$ cat config.mk
export PLATFORM = sky130hd
export DESIGN_NAME = multicycle_control_flat
export DESIGN_NICKNAME = d
export VERILOG_FILES = /design/src/rtl/mips_pkg.sv /design/src/rtl/multicycle_control_if.sv /design/src/rtl/mem_wait_timer.sv /design/src/rtl/multicycle_control.sv /design/src/flat_wrapper.sv
export SDC_FILE = /design/constraint.sdc
export NUM_CORES = 1
export LEC_CHECK = 0
export ABC_AREA = 0
export CAP_MARGIN = 5
export CORE_MARGIN = 2
export CORE_UTILIZATION = 25
export CTS_CLUSTER_DIAMETER = 80
export DETAILED_ROUTE_END_ITERATION = 6
export GPL_TIMING_DRIVEN = 1
export SLEW_MARGIN = 30
export SYNTH_ARGS = -nofsm -noshare
export SYNTH_HDL_FRONTEND = slang
export SYNTH_SLANG_ARGS = --single-unit
$ cat constraint.sdc
create_clock -name clk -period 5.9 [get_ports clk]
set_input_delay 1.18 -clock clk [delete_from_list [all_inputs] [get_ports clk]]
set_output_delay 1.18 -clock clk [all_outputs]
set_load 0.005 [all_outputs]
$ cat src/rtl/mips_pkg.sv
// Shared encodings for the MIPS control path: opcodes, datapath select codes,
// sequencer state encoding, trap causes and the control word.
package mips_pkg;

  localparam int unsigned OP_W = 6;

  localparam logic [OP_W-1:0] OP_RTYPE = 6'b000000;
  localparam logic [OP_W-1:0] OP_LW    = 6'b100011;
  localparam logic [OP_W-1:0] OP_SW    = 6'b101011;
  localparam logic [OP_W-1:0] OP_BEQ   = 6'b000100;
  localparam logic [OP_W-1:0] OP_BNE   = 6'b000101;
  localparam logic [OP_W-1:0] OP_J     = 6'b000010;
  localparam logic [OP_W-1:0] OP_ADDI  = 6'b001000;

  localparam logic [1:0] ALU_OP_ADD   = 2'b00;
  localparam logic [1:0] ALU_OP_SUB   = 2'b01;
  localparam logic [1:0] ALU_OP_FUNCT = 2'b10;

  localparam logic [1:0] ALU_SRC_B_B       = 2'b00;
  localparam logic [1:0] ALU_SRC_B_FOUR    = 2'b01;
  localparam logic [1:0] ALU_SRC_B_IMM     = 2'b10;
  localparam logic [1:0] ALU_SRC_B_IMM_SH2 = 2'b11;

  localparam logic [1:0] PC_SRC_ALU    = 2'b00;
  localparam logic [1:0] PC_SRC_ALUOUT = 2'b01;
  localparam logic [1:0] PC_SRC_JUMP   = 2'b10;

  localparam logic [1:0] TRAP_NONE    = 2'b00;
  localparam logic [1:0] TRAP_ILLEGAL = 2'b01;
  localparam logic [1:0] TRAP_TIMEOUT = 2'b10;

  typedef enum logic [3:0] {
    ST_FETCH  = 4'd0,
    ST_DECODE = 4'd1,
    ST_MEMADR = 4'd2,
    ST_MEMRD  = 4'd3,
    ST_MEMWB  = 4'd4,
    ST_MEMWR  = 4'd5,
    ST_EXEC   = 4'd6,
    ST_RWB    = 4'd7,
    ST_ADDIEX = 4'd8,
    ST_IWB    = 4'd9,
    ST_BRANCH = 4'd10,
    ST_JUMP   = 4'd11,
    ST_TRAP   = 4'd12
  } state_e;

  typedef struct packed {
    logic       pc_write;
    logic       pc_write_beq;
    logic       pc_write_bne;
    logic       iord;
    logic       mem_read;
    logic       mem_write;
    logic       ir_write;
    logic       reg_dst;
    logic       mem_to_reg;
    logic       reg_write;
    logic       alu_src_a;
    logic [1:0] alu_src_b;
    logic [1:0] alu_op;
    logic [1:0] pc_source;
    logic       instr_done;
  } ctrl_t;

  // States that hold a memory request open and are guarded by the wait timer.
  function automatic logic is_mem_wait(state_e s);
    return (s == ST_FETCH) || (s == ST_MEMRD) || (s == ST_MEMWR);
  endfunction

endpackage

$ cat src/rtl/multicycle_control_if.sv
// Control/datapath bundle between the multi-cycle sequencer and the shared datapath.
interface multicycle_control_if;
  import mips_pkg::*;

  logic [OP_W-1:0] opcode;
  logic            mem_ready;
  logic            pc_write;
  logic            pc_write_beq;
  logic            pc_write_bne;
  logic            iord;
  logic            mem_read;
  logic            mem_write;
  logic            ir_write;
  logic            reg_dst;
  logic            mem_to_reg;
  logic            reg_write;
  logic            alu_src_a;
  logic [1:0]      alu_src_b;
  logic [1:0]      alu_op;
  logic [1:0]      pc_source;
  logic            instr_done;
  logic            trap;
  logic [1:0]      trap_cause;

  modport master (
    input  opcode, mem_ready,
    output pc_write, pc_write_beq, pc_write_bne, iord, mem_read, mem_write, ir_write,
           reg_dst, mem_to_reg, reg_write, alu_src_a, alu_src_b, alu_op, pc_source,
           instr_done, trap, trap_cause
  );

  modport slave (
    output opcode, mem_ready,
    input  pc_write, pc_write_beq, pc_write_bne, iord, mem_read, mem_write, ir_write,
           reg_dst, mem_to_reg, reg_write, alu_src_a, alu_src_b, alu_op, pc_source,
           instr_done, trap, trap_cause
  );
endinterface

$ cat src/rtl/mem_wait_timer.sv
// Counts consecutive memory wait cycles; flags the wait that reaches the limit.
module mem_wait_timer #(
  parameter int unsigned TMR_W = 5
) (
  input  logic             clk,
  input  logic             rst_n,
  input  logic             clear,
  input  logic             inc,
  input  logic [TMR_W-1:0] limit,
  output logic             expired_c
);

  logic [TMR_W-1:0] count_q, count_d;

  always_comb begin
    count_d = count_q;
    if (clear) begin
      count_d = '0;
    end else if (inc) begin
      count_d = count_q + TMR_W'(1);
    end
  end

  // The wait being counted this cycle is the one that hits the limit.
  assign expired_c = inc && ((count_q + TMR_W'(1)) == limit);

  always_ff @(posedge clk or negedge rst_n) begin
    if (!rst_n) begin
      count_q <= '0;
    end else begin
      count_q <= count_d;
    end
  end

endmodule

$ cat src/rtl/multicycle_control.sv
// Moore sequencer for the multi-cycle MIPS core: steps the shared datapath through
// fetch/decode/execute/mem/writeback, stalls on memory and traps on faults.
module multicycle_control #(
  parameter int unsigned MEM_TIMEOUT = 16,
  parameter int unsigned TMR_W       = 5
) (
  input  logic                 clk,
  input  logic                 reset,
  multicycle_control_if.master bus
);
  import mips_pkg::*;

  state_e     state_q, state_d;
  logic [1:0] trap_cause_q, trap_cause_d;
  logic       is_lw_q, is_lw_d;
  logic       is_bne_q, is_bne_d;
  logic       tmr_clear_c, tmr_inc_c, tmr_expired_c;
  ctrl_t      ctrl_c;

  assign tmr_inc_c   = is_mem_wait(state_q) && !bus.mem_ready;
  assign tmr_clear_c = is_mem_wait(state_d) && (state_d != state_q);

  mem_wait_timer #(.TMR_W(TMR_W)) u_timer (
    .clk       (clk),
    .rst_n     (reset),
    .clear     (tmr_clear_c),
    .inc       (tmr_inc_c),
    .limit     (TMR_W'(MEM_TIMEOUT)),
    .expired_c (tmr_expired_c)
  );

  // Next-state and control decode.
  always_comb begin
    state_d      = state_q;
    trap_cause_d = trap_cause_q;
    is_lw_d      = is_lw_q;
    is_bne_d     = is_bne_q;
    ctrl_c       = '0;

    unique case (state_q)
      ST_FETCH: begin
        ctrl_c.mem_read  = 1'b1;
        ctrl_c.alu_src_b = ALU_SRC_B_FOUR;
        ctrl_c.alu_op    = ALU_OP_ADD;
        ctrl_c.pc_source = PC_SRC_ALU;
        // Held in reset, the fetch handshake must not load IR/PC.
        ctrl_c.ir_write  = bus.mem_ready & reset;
        ctrl_c.pc_write  = bus.mem_ready & reset;
        if (bus.mem_ready) begin
          state_d = ST_DECODE;
        end else if (tmr_expired_c) begin
          state_d      = ST_TRAP;
          trap_cause_d = TRAP_TIMEOUT;
        end
      end
      ST_DECODE: begin
        ctrl_c.alu_src_b = ALU_SRC_B_IMM_SH2;
        is_lw_d  = (bus.opcode == OP_LW);
        is_bne_d = (bus.opcode == OP_BNE);
        if ((bus.opcode == OP_LW) || (bus.opcode == OP_SW)) begin
          state_d = ST_MEMADR;
        end else if (bus.opcode == OP_RTYPE) begin
          state_d = ST_EXEC;
        end else if (bus.opcode == OP_ADDI) begin
          state_d = ST_ADDIEX;
        end else if ((bus.opcode == OP_BEQ) || (bus.opcode == OP_BNE)) begin
          state_d = ST_BRANCH;
        end else if (bus.opcode == OP_J) begin
          state_d = ST_JUMP;
        end else begin
          state_d      = ST_TRAP;
          trap_cause_d = TRAP_ILLEGAL;
        end
      end
      ST_MEMADR: begin
        ctrl_c.alu_src_a = 1'b1;
        ctrl_c.alu_src_b = ALU_SRC_B_IMM;
        state_d = is_lw_q ? ST_MEMRD : ST_MEMWR;
      end
      ST_MEMRD: begin
        ctrl_c.mem_read = 1'b1;
        ctrl_c.iord     = 1'b1;
        if (bus.mem_ready) begin
          state_d = ST_MEMWB;
        end else if (tmr_expired_c) begin
          state_d      = ST_TRAP;
          trap_cause_d = TRAP_TIMEOUT;
        end
      end
      ST_MEMWB: begin
        ctrl_c.reg_write  = 1'b1;
        ctrl_c.mem_to_reg = 1'b1;
        ctrl_c.instr_done = 1'b1;
        state_d = ST_FETCH;
      end
      ST_MEMWR: begin
        ctrl_c.mem_write  = 1'b1;
        ctrl_c.iord       = 1'b1;
        ctrl_c.instr_done = bus.mem_ready;
        if (bus.mem_ready) begin
          state_d = ST_FETCH;
        end else if (tmr_expired_c) begin
          state_d      = ST_TRAP;
          trap_cause_d = TRAP_TIMEOUT;
        end
      end
      ST_EXEC: begin
        ctrl_c.alu_src_a = 1'b1;
        ctrl_c.alu_src_b = ALU_SRC_B_B;
        ctrl_c.alu_op    = ALU_OP_FUNCT;
        state_d = ST_RWB;
      end
      ST_RWB: begin
        ctrl_c.reg_write  = 1'b1;
        ctrl_c.reg_dst    = 1'b1;
        ctrl_c.instr_done = 1'b1;
        state_d = ST_FETCH;
      end
      ST_ADDIEX: begin
        ctrl_c.alu_src_a = 1'b1;
        ctrl_c.alu_src_b = ALU_SRC_B_IMM;
        state_d = ST_IWB;
      end
      ST_IWB: begin
        ctrl_c.reg_write  = 1'b1;
        ctrl_c.instr_done = 1'b1;
        state_d = ST_FETCH;
      end
      ST_BRANCH: begin
        ctrl_c.alu_src_a    = 1'b1;
        ctrl_c.alu_op       = ALU_OP_SUB;
        ctrl_c.pc_source    = PC_SRC_ALUOUT;
        ctrl_c.pc_write_beq = !is_bne_q;
        ctrl_c.pc_write_bne = is_bne_q;
        ctrl_c.instr_done   = 1'b1;
        state_d = ST_FETCH;
      end
      ST_JUMP: begin
        ctrl_c.pc_write   = 1'b1;
        ctrl_c.pc_source  = PC_SRC_JUMP;
        ctrl_c.instr_done = 1'b1;
        state_d = ST_FETCH;
      end
      ST_TRAP: begin
        state_d = ST_TRAP;
      end
      default: begin
        state_d = ST_FETCH;
      end
    endcase
  end

  always_ff @(posedge clk or negedge reset) begin
    if (!reset) begin
      state_q      <= ST_FETCH;
      trap_cause_q <= TRAP_NONE;
      is_lw_q      <= 1'b0;
      is_bne_q     <= 1'b0;
    end else begin
      state_q      <= state_d;
      trap_cause_q <= trap_cause_d;
      is_lw_q      <= is_lw_d;
      is_bne_q     <= is_bne_d;
    end
  end

  assign bus.pc_write     = ctrl_c.pc_write;
  assign bus.pc_write_beq = ctrl_c.pc_write_beq;
  assign bus.pc_write_bne = ctrl_c.pc_write_bne;
  assign bus.iord         = ctrl_c.iord;
  assign bus.mem_read     = ctrl_c.mem_read;
  assign bus.mem_write    = ctrl_c.mem_write;
  assign bus.ir_write     = ctrl_c.ir_write;
  assign bus.reg_dst      = ctrl_c.reg_dst;
  assign bus.mem_to_reg   = ctrl_c.mem_to_reg;
  assign bus.reg_write    = ctrl_c.reg_write;
  assign bus.alu_src_a    = ctrl_c.alu_src_a;
  assign bus.alu_src_b    = ctrl_c.alu_src_b;
  assign bus.alu_op       = ctrl_c.alu_op;
  assign bus.pc_source    = ctrl_c.pc_source;
  assign bus.instr_done   = ctrl_c.instr_done;
  assign bus.trap         = (state_q == ST_TRAP);
  assign bus.trap_cause   = trap_cause_q;

endmodule

$ cat src/flat_wrapper.sv
// flat-port wrapper written by rule: the top's interface ports become plain ports
module multicycle_control_flat import mips_pkg::*;
#(
  parameter int unsigned MEM_TIMEOUT = 16,
  parameter int unsigned TMR_W       = 5
)
  (clk, reset, bus_opcode, bus_mem_ready, bus_pc_write, bus_pc_write_beq, bus_pc_write_bne, bus_iord, bus_mem_read, bus_mem_write, bus_ir_write, bus_reg_dst, bus_mem_to_reg, bus_reg_write, bus_alu_src_a, bus_alu_src_b, bus_alu_op, bus_pc_source, bus_instr_done, bus_trap, bus_trap_cause);
  multicycle_control_if bus_i ();
  input  logic clk;
  input  logic reset;
  input wire logic [$bits(bus_i.opcode)-1:0] bus_opcode;
  input wire logic [$bits(bus_i.mem_ready)-1:0] bus_mem_ready;
  output wire logic [$bits(bus_i.pc_write)-1:0] bus_pc_write;
  output wire logic [$bits(bus_i.pc_write_beq)-1:0] bus_pc_write_beq;
  output wire logic [$bits(bus_i.pc_write_bne)-1:0] bus_pc_write_bne;
  output wire logic [$bits(bus_i.iord)-1:0] bus_iord;
  output wire logic [$bits(bus_i.mem_read)-1:0] bus_mem_read;
  output wire logic [$bits(bus_i.mem_write)-1:0] bus_mem_write;
  output wire logic [$bits(bus_i.ir_write)-1:0] bus_ir_write;
  output wire logic [$bits(bus_i.reg_dst)-1:0] bus_reg_dst;
  output wire logic [$bits(bus_i.mem_to_reg)-1:0] bus_mem_to_reg;
  output wire logic [$bits(bus_i.reg_write)-1:0] bus_reg_write;
  output wire logic [$bits(bus_i.alu_src_a)-1:0] bus_alu_src_a;
  output wire logic [$bits(bus_i.alu_src_b)-1:0] bus_alu_src_b;
  output wire logic [$bits(bus_i.alu_op)-1:0] bus_alu_op;
  output wire logic [$bits(bus_i.pc_source)-1:0] bus_pc_source;
  output wire logic [$bits(bus_i.instr_done)-1:0] bus_instr_done;
  output wire logic [$bits(bus_i.trap)-1:0] bus_trap;
  output wire logic [$bits(bus_i.trap_cause)-1:0] bus_trap_cause;
  assign bus_i.opcode = bus_opcode;
  assign bus_i.mem_ready = bus_mem_ready;
  assign bus_pc_write = bus_i.pc_write;
  assign bus_pc_write_beq = bus_i.pc_write_beq;
  assign bus_pc_write_bne = bus_i.pc_write_bne;
  assign bus_iord = bus_i.iord;
  assign bus_mem_read = bus_i.mem_read;
  assign bus_mem_write = bus_i.mem_write;
  assign bus_ir_write = bus_i.ir_write;
  assign bus_reg_dst = bus_i.reg_dst;
  assign bus_mem_to_reg = bus_i.mem_to_reg;
  assign bus_reg_write = bus_i.reg_write;
  assign bus_alu_src_a = bus_i.alu_src_a;
  assign bus_alu_src_b = bus_i.alu_src_b;
  assign bus_alu_op = bus_i.alu_op;
  assign bus_pc_source = bus_i.pc_source;
  assign bus_instr_done = bus_i.instr_done;
  assign bus_trap = bus_i.trap;
  assign bus_trap_cause = bus_i.trap_cause;
  multicycle_control #(.MEM_TIMEOUT(MEM_TIMEOUT), .TMR_W(TMR_W)) u_core (.clk(clk), .reset(reset), .bus(bus_i));
endmodule
== Word-level counts from Yosys, hierarchy flattened ==
Cells that the tools add are included.
Word-level totals
  register bits after elaboration: 13
  bits in latches: 0
  memories: 0
  logic and storage cells: 95
  bits of input ports: 9
  memory bits (writable): 0
  bits in read-only memories: 0
  output and inout port bits: 21
Operators by class
  shifts and indexed selects: 0
  $add $sub $neg: 1
  bitwise operators: 1
  multiplexer cells: 35
  reductions and logical operators: 24
  $lt $le $gt $ge: 0
  divide/modulo/power cells: 0
  multiply operators: 0
  equality and inequality tests: 29
Operators with widths (number)
  $pmux W4 S8: 1
  $mux W4: 7
  $eq A4 B3 Y1 const B: 5
  $eq A4 B4 Y1 const B: 5
  $mux W2: 8
  $eq A4 B2 Y1 const B: 3
  $eq A6 B3 Y1 const B: 2
  $eq A6 B6 Y1 const B: 2
  $ne A2 B2 Y1 const B: 6
  $pmux W2 S2: 3
  $mux W5: 2
  $mux W3: 3
  $logic_not A4 Y1: 2
  $mux W1: 8
  $reduce_and A8 Y1: 1
  $eq A6 B2 Y1 const B: 1
  $eq A6 B4 Y1 const B: 1
  $logic_not A6 Y1: 1
  $logic_or A1 B1 Y1: 6
  $pmux W2 S3: 1
  $reduce_or A2 Y1: 3
  $reduce_or A3 Y1: 2
  $add A5 B1 Y5 const B: 1
  $eq A5 B5 Y1 const B: 1
  10 further kinds: 15

== Longest topological paths before layout ==
Gate-level depths: netlist (run 1).
  word-level depth: 13
  depth in mapped cells: 9
  gate-level depth less buffers: 8

== Hierarchy ==
Synthesis (run 1) repeated with hierarchy kept, for this count alone.
Second synthesis, totals
  cell total of the unflattened synthesis: 153
  area total of the unflattened synthesis: 1148.6 um2
By module, submodules not included
  multicycle_control: cells each 118, area each 810.8 um2, instances 1, seq. area each 200.2 um2
  mem_wait_timer: cells each 35, area each 337.8 um2, instances 1, seq. area each 125.1 um2

== Least setup slack after synthesis (run 1) ==
OpenSTA, ideal clock, no wires.
  path type: input -> output
  from: input bus_mem_ready
  to: output bus_instr_done
  cell stages on the path: 5
  slack: 2.808 ns
  arrival: 1.912 ns
  path buffers: 1
  required time: 4.720 ns
  cell sequence: clkbuf_1 > nor2_1 > mux2i_1 > nor2_1 > a211oi_1
On the way
  cells in the longest elaborated chain, start to end: 1
RTL lines
  start, declared: RTL line flat_wrapper.sv:12  | input wire logic [$bits(bus_i.mem_ready)-1:0] bus_mem_ready;
  $pmux W1 S2: RTL line multicycle_control.sv:40  | unique case (state_q)
  end, declared: RTL line flat_wrapper.sv:27  | output wire logic [$bits(bus_i.instr_done)-1:0] bus_instr_done;
Every way passes these cells.

== Final worst setup path (run 1) ==
Same ends and word-level chain as after synthesis.

==> impl_metrics.csv, run 1 <==
group,metric,value,unit
status,status,"finished clean",
logic_synthesis,yosys.area.top_type_share,0.281,
grt,grt_pass1_vias,1025,
clocking,insertion_delay,0.24,ns
placed_design,dp.cells,218,
detailed_routing,drt-wirelength-per-cell,12.8,um
power,seqPwrFrac,0.299,
logic_synthesis,synth_edf_count,0,
die,die_w,72.1,um
clocking,cts.sinks,13,
detailed_routing,first_iter_violations,84,
clocking,cts_max_path_buffers,2,
power,combPwrFrac,0.557,
clocking,cts_tree,"done",
logic_synthesis,yosysWarningCount,0,
setup_path,worstPathArrival,2.91,ns
detailed_routing,wirelength,2850,um
grt,grt.overflow.total,0,
clocking,cts_hold_buffers,0,
clocking,cts_made_buffers,3,
placed_design,hpwl,2130,um
placed_design,port_buffers,29,
setup_path,rr_startpoint,"u_core.state_q[3]",
die,initial_utilization,0.262,
clocking,htreeDepth,1,
power,power_switching_share,0.427,
detailed_routing,antenna_left,0,
clocking,ctsResizeCount,0,
layout,layout.nets,182,
clocking,clock-root-buffer,"clkbuf_8",
layout,drive_above_1_share,0.0765,
logic_synthesis,synth-async-reset-ratio,1.00,
power,p_switching,239,uW
die,ios,30,
power,power,559,uW
detailed_routing,first_pass_iters,4,
setup_path,reg2reg_slack,3.36,ns
power,p_per_area,368,mW/mm2
timing,max_freq,245,MHz
die,rows,24,
die,coreArea,0.00441,mm2
grt,grt_first_pass_wirelength,4980,um
logic_synthesis,synth_top_area_cell,"dfrtp_1",
power,p_int,321,uW
logic_synthesis,synth_seq_cells,13,
logic_synthesis,syn_nets,157,
setup_path,cp-startpoint,"bus_mem_ready",
worst_hold_path,min_delay_path_depth,1,
timing,clock_skew,0.000424,ns
layout,design_area,0.00152,mm2
setup_path,cp_max_fo,8,
worst_hold_path,holdCritPathClass,"reg -> reg",
logic_synthesis,synthesis.area,0.00116,mm2
logic_synthesis,synth.area.top_cells,"dfrtp_1 28%, nor2_1 8.1%, nand2b_1 4.3%, xor2_1 3.0%, nand2_1 2.9%",
grt,grt_antenna_before_repair,0,
logic_synthesis,syn_area_per_cell,7.94,um2
setup_path,setup.worst_path.end_class,"primary output",
setup_path,ff2ff_path_depth,7,
timing,finalCritPeriodShare,0.693,
logic_synthesis,ys.flop_type,"dfrtp_1",
timing,setup_tns,0,ns
timing,hold_violations,0,
setup_path,crit_path_start_kind,"input pin",
grt,grt_max_degree,23,
timing,grt_setup_unrepaired,"no",
worst_hold_path,worstHoldStart,"u_core.bus.trap_cause[1]",
timing,tightest_slew,0.616,ns
grt,grtUsageTotal,0.119,
setup_path,crit_type,"in -> out",
logic_synthesis,yosysSeqAreaShare,0.281,
logic_synthesis,synth_cells,146,
power,peakVddDrop,0.000133,V
timing,final-setup-viol-count,0,
timing,final_max_slew_viol_count,0,
clocking,path_clk_slew,0.06,ns
setup_path,required,4.72,ns
clocking,post-cts-setup-buffer-count,0,
worst_hold_path,holdPathEnd,"u_core.bus.trap_cause[1]",
logic_synthesis,ys_types,49,
timing,period_needed,4.09,ns
setup_path,r2r-end,"u_core.u_timer.count_q[2]",
power,clkPwrFrac,0.143,
layout,stdcell_count,222,
layout,syn_to_final_growth,31.1,%
detailed_routing,drc,0,
detailed_routing,via_per_inst,5.13,
placed_design,gp_congestion,0.729,
layout,utilization,0.344,
die,die_height,72.1,um
layout,antenna_cells,0,
die,dieArea,0.00519,mm2
job,max_cap_viol_count,0,
placed_design,placed_area,0.00147,mm2
power,p_leak,0.000601,uW
detailed_routing,vias,1138,
timing,max-slew-margin-rel,0.589,
-- how the worst max path moves through the flow --
stage,to,depth (start not counted)
after CTS,bus_instr_done,6
after global routing,bus_instr_done,6
after global placement,bus_instr_done,6
after detailed placement,bus_instr_done,6
after floorplan,bus_instr_done,5
final,bus_instr_done,6
-- synthesized netlist by cell type (all sizes together), types with 2 or more instances --
master / count
a31oi: 3
a211oi: 4
o21a: 3
xor2: 4
dfrtp: 13
a32o: 2
nor3: 5
nand3: 3
buf: 4
ha: 2
a21oi: 4
nand2: 9
o21bai: 2
mux2i: 2
xnor2: 2
o21ai: 4
o22ai: 6
clkbuf: 6
nand2b: 8
nor2: 25
and3: 3
and3b: 2
nor4: 3
and2: 2
nand4b: 2
inv: 7
-- final cells by class --
cell class | count | area, um2
clock buffers | 3 | 41.3
clock inverters | 1 | 5.00
fillers | 465 | 2900
inverters | 7 | 26.3
multi-input cells | 116 | 758
flip-flops and latches | 13 | 325
well taps | 52 | 65.1
repair buffers | 30 | 298
-- cell families (layout without fill, tap and decap cells) --
family | after synthesis | count (layout) | share of synthesized area
muxes | 3 | 3 | 0.0270
AOI/OAI and AO/OA | 36 | 36 | 0.251
adders and majority gates | 2 | 2 | 0.0216
DFF | 13 | 13 | 0.281
and+or+nand+nor | 69 | 69 | 0.310
xor gates and xnor gates | 6 | 6 | 0.0454
buffers and inverters | 17 | 41 | 0.0648
-- power groups by stage --
stage | sequential, uW | clock [uW] | combinational [uW]
floorplan | 121 | 0 | 246
global placement | 167 | 0 | 312
detailed placement | 168 | 0 | 314
CTS | 167 | 83.4 | 316
global route | 176 | 88.5 | 347
finish | 167 | 80.1 | 312
-- layer usage --
| metal | track usage | vias to the layer above | part of all wire |
|---|---|---|---|
| li1 | - | 575 | - |
| met1 | 0.174 | 525 | 0.48 |
| met2 | 0.178 | 35 | 0.45 |
| met3 | 0.0306 | 3 | 0.069 |
| met4 | 0.0189 | 0 | 0.0056 |
| met5 | 0 | - | 0 |
-- through the flow --
step	worst slack, ns	hold WS, ns
after floorplan	2.81	0.463
after global placement	1.85	0.487
after detailed placement	1.82	0.483
after CTS	1.81	0.496
after global routing	1.66	0.509
final	1.81	0.488
-- placed cells by master, fill, tap and decap left out, drive strengths merged, types with 3 or more instances in the layout --
cell type       n
a21oi           4
nor3            5
a211oi          4
o21ai           4
xor2            4
o22ai           6
clkdlybuf4s50  29
nor4            3
clkbuf          3
nand3           3
and3            3
nand2           9
nand2b          8
a31oi           3
inv             7
o21a            3
dfrtp          13
nor2           25
-- worst max-delay path: stages --
cell and delay (ns):
clkdlybuf4s50_1 0.62, nor2_1 0.12, mux2i_1 0.18, nor2_1 0.05, a211oi_1 0.23, clkdlybuf4s50_1 0.53
-- sequential cells by signal, indices dropped and copies added (netlist names) --
name / count
u_core.is_bne_q: 1
u_core.bus.trap_cause: 2
u_core.u_timer.count_q: 5
u_core.state_q: 4
u_core.is_lw_q: 1
Note: power is estimated with default switching activity, not from simulation.
==> run 2, diff against run 1 <==
Clock period 5.9 ns to 3.7 ns, I/O delays scaled along.
==> impl_metrics.csv, run 2 (synthesis gave the netlist of run 1 again) <==
group,metric,value,unit
timing,timing.final.ws_setup,0.547,ns
clocking,htreeDepth,1,
timing,period_needed,3.15,ns
layout,largest_register_ffs,5,
layout,drive_above_1_share,0.0867,
grt,grt_antenna_before_repair,0,
timing,final_max_slew_viol_count,0,
layout,antenna_cells,0,
clocking,ctsResizeCount,0,
clocking,clock-root-buffer,"clkbuf_8",
status,status,"finished clean",
clocking,insertion_delay,0.23,ns
timing,max-slew-margin-rel,0.652,
layout,mostFrequentLayoutCells,"29 x clkdlybuf4s50_1, 25 x nor2_1, 13 x dfrtp_1",
grt,grt_max_degree,22,
clocking,post-cts-setup-buffer-count,0,
placed_design,port_buffers,29,
job,max_cap_viol_count,0,
clocking,cts_max_path_buffers,2,
setup_path,crit_type,"in -> out",
detailed_routing,first_pass_iters,4,
placed_design,pre_cts_slack,0.565,ns
power,power,902,uW
setup_path,crit_path_start_kind,"input pin",
detailed_routing,first_iter_violations,102,
setup_path,setup.worst_path.end_class,"primary output",
die,die_w,72.1,um
power,peakVddDrop,0.000222,V
timing,tightest_slew,0.523,ns
clocking,path_clk_slew,0.05,ns
clocking,cts_made_buffers,3,
clocking,cts_tree,"done",
grt,grtUsageTotal,0.116,
detailed_routing,drc,0,
die,initial_utilization,0.262,
detailed_routing,vias,1127,
timing,clock_skew,0.00102,ns
detailed_routing,wirelength,2880,um
layout,multi_input_area,758,um2
timing,hold_violations,0,
setup_path,required,2.96,ns
grt,grt.overflow.total,0,
die,dieArea,0.00519,mm2
setup_path,worstPathArrival,2.41,ns
layout,ff_latch_area,325,um2
timing,final-setup-viol-count,0,
die,ios,30,
timing,finalCritPeriodShare,0.852,
power,p_per_area,585,mW/mm2
clocking,cts.sinks,13,
layout,syn_to_final_growth,32.9,%
layout,num-fill-cells,482,
layout,layout.nets,185,
detailed_routing,antenna_left,0,
die,coreArea,0.00441,mm2
placed_design,gp_congestion,0.789,
worst_hold_path,holdCritPathClass,"reg -> reg",
layout,final_common_cell,"clkdlybuf4s50_1",
die,die_height,72.1,um
grt,grt_pass1_vias,1029,
grt,grt_first_pass_wirelength,4930,um
power,p_leak,0.000614,uW
layout,regMostFlops,"u_core.u_timer.count_q",
timing,grt_setup_unrepaired,"no",
setup_path,cp_max_fo,8,
clocking,cts_hold_buffers,0,
die,rows,24,
detailed_routing,via_per_inst,5.01,
timing,max_freq,317,MHz
placed_design,hpwl,2190,um
detailed_routing,drt-wirelength-per-cell,12.8,um
timing,setup_tns,0,ns
## run 2: cell types whose count changed in the layout (fill, tap and decap cells not counted)
cell / previous run / this run
clkinv_2: 1 / 0
clkbuf_1: 0 / 1
buf_4: 1 / 4
## run 2: path summary, 6_finish.rpt
check,start,depth (start not counted),endpoint,slack [ns]
worst max-delay path,bus_mem_ready,6,bus_instr_done,0.55
worst min-delay path,u_core.bus.trap_cause[1],1,u_core.bus.trap_cause[1],0.49
worst max register to register,u_core.state_q[0],7,u_core.u_timer.count_q[4],1.19
worst min register to register,u_core.bus.trap_cause[1],1,u_core.bus.trap_cause[1],0.49
max in group asynchronous,reset,2,u_core.u_timer.count_q[2],2.66
min in group asynchronous,reset,2,u_core.u_timer.count_q[1],0.89
## run 2: where the power goes
group / leakage, uW / internal [uW] / total [uW] / switching, uW
combinational: 0.000421 / 280 / 565 / 285
clock: 0.0000228 / 75.6 / 120 / 44.6
sequential: 0.000170 / 171 / 216 / 45.1
## run 2: layout make-up
cell class	instances	area share
clock buffers	4	0.0292
inverters	7	0.0171
multi-input cells	116	0.492
flip-flops and latches	13	0.211
well taps	52	0.0422
repair buffers	33	0.208
## run 2: worst max-delay path, cell delays in order
cell             delay (ns)
clkdlybuf4s50_1        0.62
nor2_1                 0.12
mux2i_1                0.14
nor2_1                 0.06
a211oi_1               0.20
clkdlybuf4s50_1        0.53
## run 2: stage by stage
stage / utilization / instances / cell area [um2] / hold slack [ns]
floorplan: - / 146 / 1160 / 0.444
global placement: 0.339 / 221 / 1500 / 0.494
detailed placement: 0.339 / 221 / 1500 / 0.492
CTS: 0.349 / 225 / 1540 / 0.505
global route: 0.349 / 225 / 1540 / 0.539
finish: 0.349 / 225 / 1540 / 0.492
## run 2: layer usage
metal / vias up / wire (um) / global-route usage
li1: 583 / - / -
met1: 510 / 1500 / 0.174
met2: 32 / 1230 / 0.176
met3: 2 / 144 / 0.0194
met4: 0 / 13 / 0.0189
met5: - / 0 / 0
